**config.mk**
```make
export PLATFORM = sky130hd
export DESIGN_NAME = pixel_write_buffer
export DESIGN_NICKNAME = d
export VERILOG_FILES = /design/src/rtl/pixel_write_buffer_pkg.sv /design/src/rtl/pixel_write_buffer_fifo.sv /design/src/rtl/pixel_write_buffer.sv
export SDC_FILE = /design/constraint.sdc
export NUM_CORES = 1
export LEC_CHECK = 0
export ABC_AREA = 0
export CAP_MARGIN = 5
export CORE_ASPECT_RATIO = 0.6
export CORE_MARGIN = 10
export CORE_UTILIZATION = 55
export DETAILED_ROUTE_END_ITERATION = 7
export PLACE_DENSITY = 0.72
export SYNTH_ARGS = -nofsm -noshare
export SYNTH_HDL_FRONTEND = slang
export SYNTH_SLANG_ARGS = --single-unit
```
**constraint.sdc**
```tcl
create_clock -name clk -period 3.7 [get_ports clk]
set_input_delay 0.37 -clock clk [delete_from_list [all_inputs] [get_ports clk]]
set_output_delay 0.37 -clock clk [all_outputs]
set_load 0.005 [all_outputs]
```
**src/rtl/pixel_write_buffer_pkg.sv**
```systemverilog
// Shared definitions for the pixel write buffer: screen defaults, frame FSM encoding,
// queued pixel layout and RGB333 packing helper.
package pixel_write_buffer_pkg;

    localparam int SCREEN_W_DEF = 160;
    localparam int SCREEN_H_DEF = 120;

    typedef enum logic [1:0] {
        ST_IDLE  = 2'd0,
        ST_FILL  = 2'd1,
        ST_DRAIN = 2'd2,
        ST_DONE  = 2'd3
    } frame_state_e;

    // One FIFO entry: 8 + 7 + 24 = 39 bits.
    typedef struct packed {
        logic [7:0]  x;
        logic [6:0]  y;
        logic [23:0] colour;
    } pixel_t;

    function automatic logic [8:0] pack_rgb333(input logic [2:0] r,
                                               input logic [2:0] g,
                                               input logic [2:0] b);
        return {r, g, b};
    endfunction

endpackage

```
**src/rtl/pixel_write_buffer_fifo.sv**
```systemverilog
// Synchronous pixel FIFO: DEPTH entries of W bits, show-ahead read data,
// occupancy count one bit wider than the pointers so "full" is unambiguous.
module pixel_write_buffer_fifo #(
    parameter int DEPTH = 16,
    parameter int W     = 39
) (
    input  logic                       clk,
    input  logic                       reset,
    input  logic                       push,
    input  logic                       pop,
    input  logic [W-1:0]               wdata,
    output logic [W-1:0]               rdata,
    output logic                       full,
    output logic                       empty,
    output logic [$clog2(DEPTH):0]     count
);

    localparam int AW = $clog2(DEPTH);
    localparam int CW = AW + 1;

    logic [W-1:0]  mem_q [DEPTH];
    logic [W-1:0]  mem_d [DEPTH];
    logic [AW-1:0] wr_ptr_q, wr_ptr_d;
    logic [AW-1:0] rd_ptr_q, rd_ptr_d;
    logic [CW-1:0] count_q, count_d;
    logic          push_ok;
    logic          pop_ok;

    assign full  = (count_q == CW'(DEPTH));
    assign empty = (count_q == '0);
    assign count = count_q;
    assign rdata = mem_q[rd_ptr_q];

    assign push_ok = push && !full;
    assign pop_ok  = pop && !empty;

    always_comb begin
        mem_d    = mem_q;
        wr_ptr_d = wr_ptr_q;
        rd_ptr_d = rd_ptr_q;
        count_d  = count_q;
        if (push_ok) begin
            mem_d[wr_ptr_q] = wdata;
            wr_ptr_d        = wr_ptr_q + AW'(1);
        end
        if (pop_ok) begin
            rd_ptr_d = rd_ptr_q + AW'(1);
        end
        case ({push_ok, pop_ok})
            2'b10:   count_d = count_q + CW'(1);
            2'b01:   count_d = count_q - CW'(1);
            default: count_d = count_q;
        endcase
    end

    // Storage is not reset; the pointers and count define which entries are live.
    always_ff @(posedge clk) begin
        mem_q <= mem_d;
    end

    always_ff @(posedge clk) begin
        if (reset) begin
            wr_ptr_q <= '0;
            rd_ptr_q <= '0;
            count_q  <= '0;
        end else begin
            wr_ptr_q <= wr_ptr_d;
            rd_ptr_q <= rd_ptr_d;
            count_q  <= count_d;
        end
    end

endmodule

```
**src/rtl/pixel_write_buffer.sv**
```systemverilog
// Buffers clipped pixel writes, reduces RGB888 to RGB333 and plots them into the VGA adapter.
// Define PIXEL_DITHER_EN for 2x2 ordered dither (adds one pipeline stage).
module pixel_write_buffer
    import pixel_write_buffer_pkg::*;
#(
    parameter int DEPTH    = 16,
    parameter int SCREEN_W = SCREEN_W_DEF,
    parameter int SCREEN_H = SCREEN_H_DEF
) (
    input  logic        clk,
    input  logic        reset,
    input  logic [7:0]  inX,
    input  logic [7:0]  inY,
    input  logic [23:0] inColour,
    input  logic        inValid,
    output logic        inReady,
    input  logic        frameEnd,
    input  logic        vgaBusy,
    output logic [7:0]  vgaX,
    output logic [6:0]  vgaY,
    output logic [8:0]  vgaColour,
    output logic        vgaPlot,
    output logic        frameDone,
    output logic        overflow,
    output logic [1:0]  dbg_state
);

    // Handshake: a pixel transfers on a cycle where inValid && inReady; inReady depends
    // only on FIFO occupancy, never on inValid. vgaBusy gates the pop, not the plot strobe.

    localparam int CW = $clog2(DEPTH) + 1;

    frame_state_e  state_q, state_d;
    pixel_t        fifo_wdata, fifo_rdata, load_pix;
    logic          fifo_full, fifo_empty;
    logic [CW-1:0] fifo_count;
    logic          in_fire, in_clip, push, pop, load, pending;
    logic [7:0]    vga_x_q, vga_x_d;
    logic [6:0]    vga_y_q, vga_y_d;
    logic [8:0]    vga_colour_q, vga_colour_d;
    logic          plot_q, plot_d;
    logic          overflow_q, overflow_d;

    assign inReady    = (fifo_count != CW'(DEPTH));
    assign in_fire    = inValid && inReady;
    assign in_clip    = (int'(inX) >= SCREEN_W) || (int'(inY) >= SCREEN_H);
    assign push       = in_fire && !in_clip;
    assign pop        = !fifo_empty && !vgaBusy;
    assign fifo_wdata = '{x: inX, y: inY[6:0], colour: inColour};

    pixel_write_buffer_fifo #(
        .DEPTH (DEPTH),
        .W     ($bits(pixel_t))
    ) u_fifo (
        .clk   (clk),
        .reset (reset),
        .push  (push),
        .pop   (pop),
        .wdata (fifo_wdata),
        .rdata (fifo_rdata),
        .full  (fifo_full),
        .empty (fifo_empty),
        .count (fifo_count)
    );

`ifdef PIXEL_DITHER_EN
    pixel_t stage_q, stage_d;
    logic   stage_vld_q, stage_vld_d;

    function automatic logic [4:0] dither_thr(input logic x0, input logic y0);
        case ({y0, x0})
            2'b00:   return 5'd0;
            2'b01:   return 5'd16;
            2'b10:   return 5'd24;
            default: return 5'd8;
        endcase
    endfunction

    // Saturating add, then keep the top three bits.
    function automatic logic [2:0] dither_chan(input logic [7:0] c8, input logic [4:0] t);
        logic [8:0] sum;
        sum = {1'b0, c8} + {4'b0, t};
        return sum[8] ? 3'b111 : sum[7:5];
    endfunction

    function automatic logic [8:0] reduce_colour(input pixel_t p);
        logic [4:0] t;
        t = dither_thr(p.x[0], p.y[0]);
        return pack_rgb333(dither_chan(p.colour[23:16], t),
                           dither_chan(p.colour[15:8], t),
                           dither_chan(p.colour[7:0], t));
    endfunction

    always_comb begin
        stage_d     = pop ? fifo_rdata : stage_q;
        stage_vld_d = pop;
    end

    always_ff @(posedge clk) begin
        if (reset) begin
            stage_q     <= '0;
            stage_vld_q <= 1'b0;
        end else begin
            stage_q     <= stage_d;
            stage_vld_q <= stage_vld_d;
        end
    end

    assign load     = stage_vld_q;
    assign load_pix = stage_q;
    assign pending  = pop || stage_vld_q;
`else
    function automatic logic [8:0] reduce_colour(input pixel_t p);
        return pack_rgb333(p.colour[23:21], p.colour[15:13], p.colour[7:5]);
    endfunction

    assign load     = pop;
    assign load_pix = fifo_rdata;
    assign pending  = pop;
`endif

    always_comb begin
        vga_x_d      = load ? load_pix.x : vga_x_q;
        vga_y_d      = load ? load_pix.y : vga_y_q;
        vga_colour_d = load ? reduce_colour(load_pix) : vga_colour_q;
        plot_d       = load;
        overflow_d   = overflow_q || (inValid && fifo_full && (state_q == ST_FILL));
    end

    always_ff @(posedge clk) begin
        if (reset) begin
            vga_x_q      <= '0;
            vga_y_q      <= '0;
            vga_colour_q <= '0;
            plot_q       <= 1'b0;
            overflow_q   <= 1'b0;
        end else begin
            vga_x_q      <= vga_x_d;
            vga_y_q      <= vga_y_d;
            vga_colour_q <= vga_colour_d;
            plot_q       <= plot_d;
            overflow_q   <= overflow_d;
        end
    end

    // A pixel accepted together with frameEnd in IDLE makes a one-pixel frame.
    always_comb begin
        state_d = state_q;
        case (state_q)
            ST_IDLE: begin
                if (in_fire && frameEnd) state_d = ST_DRAIN;
                else if (in_fire)        state_d = ST_FILL;
                else if (frameEnd)       state_d = ST_DONE;
            end
            ST_FILL: begin
                if (frameEnd) state_d = ST_DRAIN;
            end
            ST_DRAIN: begin
                if (fifo_empty && !pending && !push) state_d = ST_DONE;
            end
            ST_DONE: begin
                state_d = in_fire ? ST_FILL : ST_IDLE;
            end
            default: state_d = ST_IDLE;
        endcase
    end

    always_ff @(posedge clk) begin
        if (reset) state_q <= ST_IDLE;
        else       state_q <= state_d;
    end

    // Strobes are masked during reset so nothing is plotted or reported in that cycle.
    assign vgaX      = vga_x_q;
    assign vgaY      = vga_y_q;
    assign vgaColour = vga_colour_q;
    assign vgaPlot   = plot_q && !reset;
    assign frameDone = (state_q == ST_DONE) && !reset;
    assign overflow  = overflow_q;
    assign dbg_state = state_q;

endmodule

```
### Yosys cells after proc, flatten, opt, wreduce, memory -nomap -nowiden

Cells that the tools add are included.

| storage, ports and cells | value |
|---|---|
| register bits | 665 |
| word-level logic and storage cells | 86 |

| cells by class | value |
|---|---|
| add/sub/neg operators | 4 |
| order comparisons | 5 |
| equal/unequal tests | 10 |
| multiplexer cells | 14 |
| bitwise logic cells | 2 |
| reductions and logical operators | 26 |

Operators with widths:

| operator | number |
|---|---|
| 624-bit bitwise mux | 1 |
| 39-bit binary-select mux with 4-bit select | 1 |
| 39-bit demux with 4-bit select | 1 |
| 39-bit 2-to-1 mux | 3 |
| 1-bit logical AND | 13 |
| 5-bit greater-or-equal comparator (second input constant) | 2 |
| 2-bit 2-to-1 mux | 5 |
| 4-bit inverter with 5-bit output | 2 |
| 5-bit case mux with 2 select lines | 1 |
| 4-bit by 1-bit adder with 4-bit output (second input constant) | 2 |
| 8-bit by 7-bit greater-or-equal comparator with 1-bit output (second input constant) | 1 |
| 8-bit greater-or-equal comparator (second input constant) | 1 |
| 2-bit case mux with 4 select lines | 1 |
| 1-bit zero test | 7 |
| 2-bit equality test (second input constant) | 3 |
| 5-bit by 1-bit adder with 5-bit output (second input constant) | 1 |
| 5-bit equality test (second input constant) | 1 |
| 5-bit zero test | 1 |
| 5-bit by 1-bit less-than comparator with 1-bit output (second input constant) | 1 |
| 5-bit != test (second input constant) | 1 |
| 5-bit by 1-bit subtractor with 5-bit output (second input constant) | 1 |
| 2-bit by 1-bit equality test with 1-bit output (second input constant) | 2 |
| 2-bit != test (second input constant) | 2 |
| 4-bit != test (second input constant) | 1 |
| other kinds (5) | 6 |

### Depth between registers and ports, before layout

| depth | value |
|---|---|
| depth in word-level cells | 8 |
| gate-level depth with buffers | 14 |
| depth with buffers taken out | 11 |

### Hierarchy

A second synthesis with hierarchy kept.

| unflattened totals | value |
|---|---|
| cell total of the unflattened synthesis | 1,211 |
| area total of the unflattened synthesis | 25,389.4 µm² |

By module, submodules not included:

| module | instances | cells each | area an instance (µm²) | sequential area each (µm²) |
|---|---|---|---|---|
| pixel_write_buffer_fifo | 1 | 1,064 | 24,195.7 | 18,998.2 |
| pixel_write_buffer | 1 | 147 | 1,193.6 | 560.5 |

### Least setup slack after synthesis

Ideal clock, no wire load.

| timing | value |
|---|---|
| path type | register -> register |
| start | register u_fifo.count_q[1], in the netlist u_fifo.count[1] |
| end | register u_fifo.count_q[2], in the netlist u_fifo.count[2] |
| library setup time | 0.071 ns |
| data arrival time | 2.896 ns |
| required time | 3.629 ns |
| setup slack | 0.733 ns |
| cell stages (with the launch flop) | 15 |
| buffers on the path | 3 |
| period minus slack after synthesis | 2.967 ns |
| cells stage by stage | dfxtp_1 -> buf_6 -> or4_4 -> o21ai_2 -> nor2_1 -> clkbuf_1 -> inv_1 -> ha_1 -> clkbuf_1 -> xor2_1 -> ha_1 -> a21oi_1 -> xnor2_1 -> or3_1 -> a21oi_1 |

| on the way | value |
|---|---|
| cells in the longest elaborated chain, start to end | 6 |
| elaborated cells on any way between the ends | 16 |

RTL lines:

| what | line | source |
|---|---|---|
| start, declared | pixel_write_buffer_fifo.sv:25 | `logic [CW-1:0] count_q, count_d;` |
| start signal, assigned | pixel_write_buffer_fifo.sv:69 | `count_q <= count_d;` |
| 5-bit != test / 5-bit zero test (equally long branches) | pixel_write_buffer.sv:44, pixel_write_buffer_fifo.sv:30 |  |
| 1-bit logical AND / 1-bit zero test (equally long branches) | pixel_write_buffer.sv:45, pixel_write_buffer_fifo.sv:35, pixel_write_buffer.sv:48 |  |
| 1-bit logical AND (on tied branches) | pixel_write_buffer.sv:47, pixel_write_buffer.sv:48 |  |
| 1-bit logical AND (on tied branches) | pixel_write_buffer_fifo.sv:34, pixel_write_buffer_fifo.sv:35 |  |
| 2-bit by 1-bit equality test with 1-bit output / 2-bit equality test (equally long branches) | pixel_write_buffer_fifo.sv:49 | `case ({push_ok, pop_ok})` |
| 5-bit case mux with 2 select lines / 2-bit nonzero test (equally long branches) | -- |  |

Several ways; a longest one is shown, not always the timed one.
A chain may end at the register's enable or synchronous reset.

### Final worst setup path

| timing | value |
|---|---|
| start | register u_fifo.count_q[1], in the netlist u_fifo.count[1] |
| end | register u_fifo.count_q[4], in the netlist u_fifo.count[4] |

The elaborated chain is that of the path after synthesis.

==> impl_metrics.json <==
{
  "outcome": "complete, no violations",
  "cts_root_buf": "clkbuf_16",
  "placed_area_mm2": 0.0178,
  "cts_resized": 0,
  "post_drt_wl_per_cell_um": 26.9,
  "worstMarginPinSlew_ps": 1090,
  "use_met1_pct": 26.1,
  "grt_use_met3_pct": 4.16,
  "finClkSkew_ps": 20.6,
  "routed_wl_um": 35900,
  "yosysTopAreaCell": "edfxtp_1",
  "synth_edf_count": 384,
  "r2r_setup_slack_ps": 450,
  "rows": 49,
  "finalCritPeriodShare_pct": 88.0,
  "r2r-start": "u_fifo.count[1]",
  "placedCellCount": 1266,
  "worstPathArrival_ps": 3720,
  "final_hold_viol_count": 0,
  "slew_headroom_pct": 27.3,
  "hold_path_class": "register to register",
  "grt.met2_usage_pct": 31.5,
  "antenna_cells": 0,
  "die_h_um": 155,
  "setup-tns-final_ps": 0,
  "clock.fmax_mhz": 307,
  "clkTransAtPathRegs_ps": 60,
  "drc_errors": 0,
  "fp.dieW_um": 244,
  "cts_tree": "yes",
  "grt_max_degree": 57,
  "endpoint_kind": "register",
  "placeableCoreArea_mm2": 0.0299,
  "track_usage_pct": 19.3,
  "finish.instance_area_mm2": 0.0192,
  "io_pins": 75,
  "synth_top_area_share_pct": 69.5,
  "totalPowerFinal_w": 0.0115,
  "hold_depth": 1,
  "first_pass_iters": 5,
  "syn_area_per_cell_um2": 20.7,
  "cts_buffers": 38,
  "p_leak_nw": 6.10,
  "postCtsHoldBufs": 0,
  "dp_hpwl_um": 19800,
  "yosysWarnings": 0,
  "fillCellCount": 1959,
  "synthArstFlopShare_pct": 0,
  "stdcell_count": 1336,
  "seq_area_frac_synth_pct": 74.4,
  "rsz0062_at_grt": "no",
  "required_ps": 4170,
  "synth_seq_cells": 425,
  "hold_start": "vgaColour[6]",
  "critPathMaxFanout": 9,
  "routabilityCongestion": 0.762,
  "cts.sinks": 425,
  "die_area_mm2": 0.0378,
  "synth.net_count": 860,
  "min_to": "vgaColour[6]",
  "port_buffers": 59,
  "setup_viol_count_final": 0,
  "fin_nets": 957,
  "finish.utilization_pct": 64.3,
  "min_period_ps": 3250,
  "syn_area_mm2": 0.0166,
  "final_layout_size_suffix_gt1_share_pct": 25.4,
  "grt-ovfl-total": 0,
  "h-tree-depth": 2,
  "busiest_layer": "met2",
  "drtAntennaViolNets": 0,
  "crit_type": "register to register",
  "r2r_cells": 10,
  "initial_core_util_pct": 55.6,
  "ir_drop_mv": 0.320,
  "synth.area.top_cells": "edfxtp_1, mux4_2, dfxtp_1, mux2_2, mux2i_1",
  "syn_inst": 801,
  "insertion_delay_ps": 530,
  "dr.first_iter.drc_count": 824,
  "clk_path_buf_depth": 3,
  "yosysUniqueCellTypes": 57,
  "grt_pass1_wl_um": 54800,
  "vias": 8219,
  "synth_flop_cell": "edfxtp_1",
  "crit_path_start_kind": "register",
  "power-per-cell-area_mw_per_mm2": 599,
  "drv_cap": 0,
  "antenna_found_initial": 1,
  "slew_violations": 0,
  "viasPerCell": 6.15,
  "cts_setup_buffers": 0,
  "grt_pass1_vias": 8682,
  "area.growth.synth_to_final_pct": 15.6,
  "r2r-end": "u_fifo.count[4]"
}
-- power breakdown --
group / internal [W] / switching [W] / leakage, nW
logic: 0.000868 / 0.000836 / 1.65
clock network: 0.00250 / 0.00169 / 0.660
registers: 0.00539 / 0.000218 / 3.79
total: 0.00876 / 0.00274 / 6.10
-- worst max path at each step --
stage,from,to
2_1_floorplan,u_fifo.count[1],u_fifo.count[2]
4_1_cts,u_fifo.count[1],u_fifo.count[4]
3_5_place_dp,inX[6],u_fifo.count[2]
3_3_place_gp,inX[6],u_fifo.count[4]
5_1_grt,u_fifo.count[1],u_fifo.count[4]
6_report,u_fifo.count[1],u_fifo.count[4]
-- flip-flops by register name (all words and copies together), names as in the netlist --
name	count
vgaX	8
plot_q	1
vgaColour	9
u_fifo.wr_ptr_q	4
u_fifo.mem_q	384
vgaY	7
u_fifo.rd_ptr_q	4
dbg_state	2
overflow	1
u_fifo.count	5
-- cells in the mapped netlist (2+ instances only) --
library cell and number:
buf_6 6, nand3_1 5, nor2b_1 3, or3_1 3, and3_1 16, a31oi_1 2
a21oi_1 8, clkbuf_1 16, o211ai_1 2, a311o_1 2, buf_4 6, a211oi_1 2
a221o_1 25, mux2i_1 26, buf_1 4, xnor2_1 3, edfxtp_1 384, nand2b_1 2
o21ai_0 5, nor2_1 39, nand2_1 8, buf_2 11, mux2_2 25, ha_1 14
dfxtp_1 41, inv_1 12, mux4_2 96, xor2_1 3, a211o_1 3, and3b_1 2
-- through the flow --
step                worst slack [ps]  hold slack [ps]
detailed placement               177              464
finish                           446              488
floorplan                        733              465
CTS                              509              489
global route                     274              508
global placement                 304              459
-- worst max-delay path, stage by stage (launching register included) --
cell,delay [ps]
dfxtp_1,430
or4_4,650
o21ai_2,300
nor2_1,120
inv_1,120
ha_1,370
ha_1,270
or4b_2,590
a21oi_1,150
a31oi_1,60
nand3_1,130
-- layout make-up --
type                            instances  area, um2  share of cell area [%]
Multi-Input combinational cell        320       3960                    20.7
Clock inverter                         22        267                    1.39
Clock buffer                           48       1080                    5.64
Inverter                               13       48.8                   0.254
Timing Repair Buffer                  100        961                    5.01
Sequential cell                       425      12400                    64.4
Tap cell                              408        510                    2.66
-- per-layer routing --
metal | share of wire (%) | wire length (um)
met5 | 0.033 | 12
met4 | 1.8 | 647
met1 | 43 | 15300
met2 | 48 | 17400
met3 | 7.1 | 2530
-- cell families (layout without fill, tap and decap cells) --
| kind of cell | count (synthesis) | in the layout | share of synthesized area [%] |
|---|---|---|---|
| buffers and inverters | 56 | 183 | 1.76 |
| xor gates and xnor gates | 6 | 6 | 0.317 |
| adders and majority gates | 14 | 14 | 1.06 |
| AOI/OAI and AO/OA | 63 | 63 | 3.28 |
| DFF | 425 | 425 | 74.4 |
| muxes | 147 | 147 | 16.3 |
| and+or+nand+nor | 90 | 90 | 2.90 |
-- layout by cell type (no fill, tap or decap), types with 4 or more instances in the layout --
| cell type | synthesis | routed |
|---|---|---|
| a21oi_1 | 8 | 8 |
| a221o_1 | 25 | 25 |
| and3_1 | 16 | 16 |
| buf_12 | 0 | 5 |
| buf_4 | 6 | 36 |
| bufinv_16 | 0 | 6 |
| clkbuf_1 | 16 | 4 |
| clkbuf_16 | 0 | 41 |
| clkdlybuf4s50_1 | 0 | 59 |
| clkinv_1 | 0 | 5 |
| clkinv_2 | 0 | 7 |
| dfxtp_1 | 41 | 38 |
| edfxtp_1 | 384 | 384 |
| ha_1 | 14 | 14 |
| inv_1 | 12 | 12 |
| mux2_2 | 25 | 25 |
| mux2i_1 | 26 | 26 |
| mux4_2 | 96 | 96 |
| nand2_1 | 8 | 8 |
| nand3_1 | 5 | 5 |
| nor2_1 | 39 | 39 |
| o21ai_0 | 5 | 5 |
(Power assumes the default switching activity.)
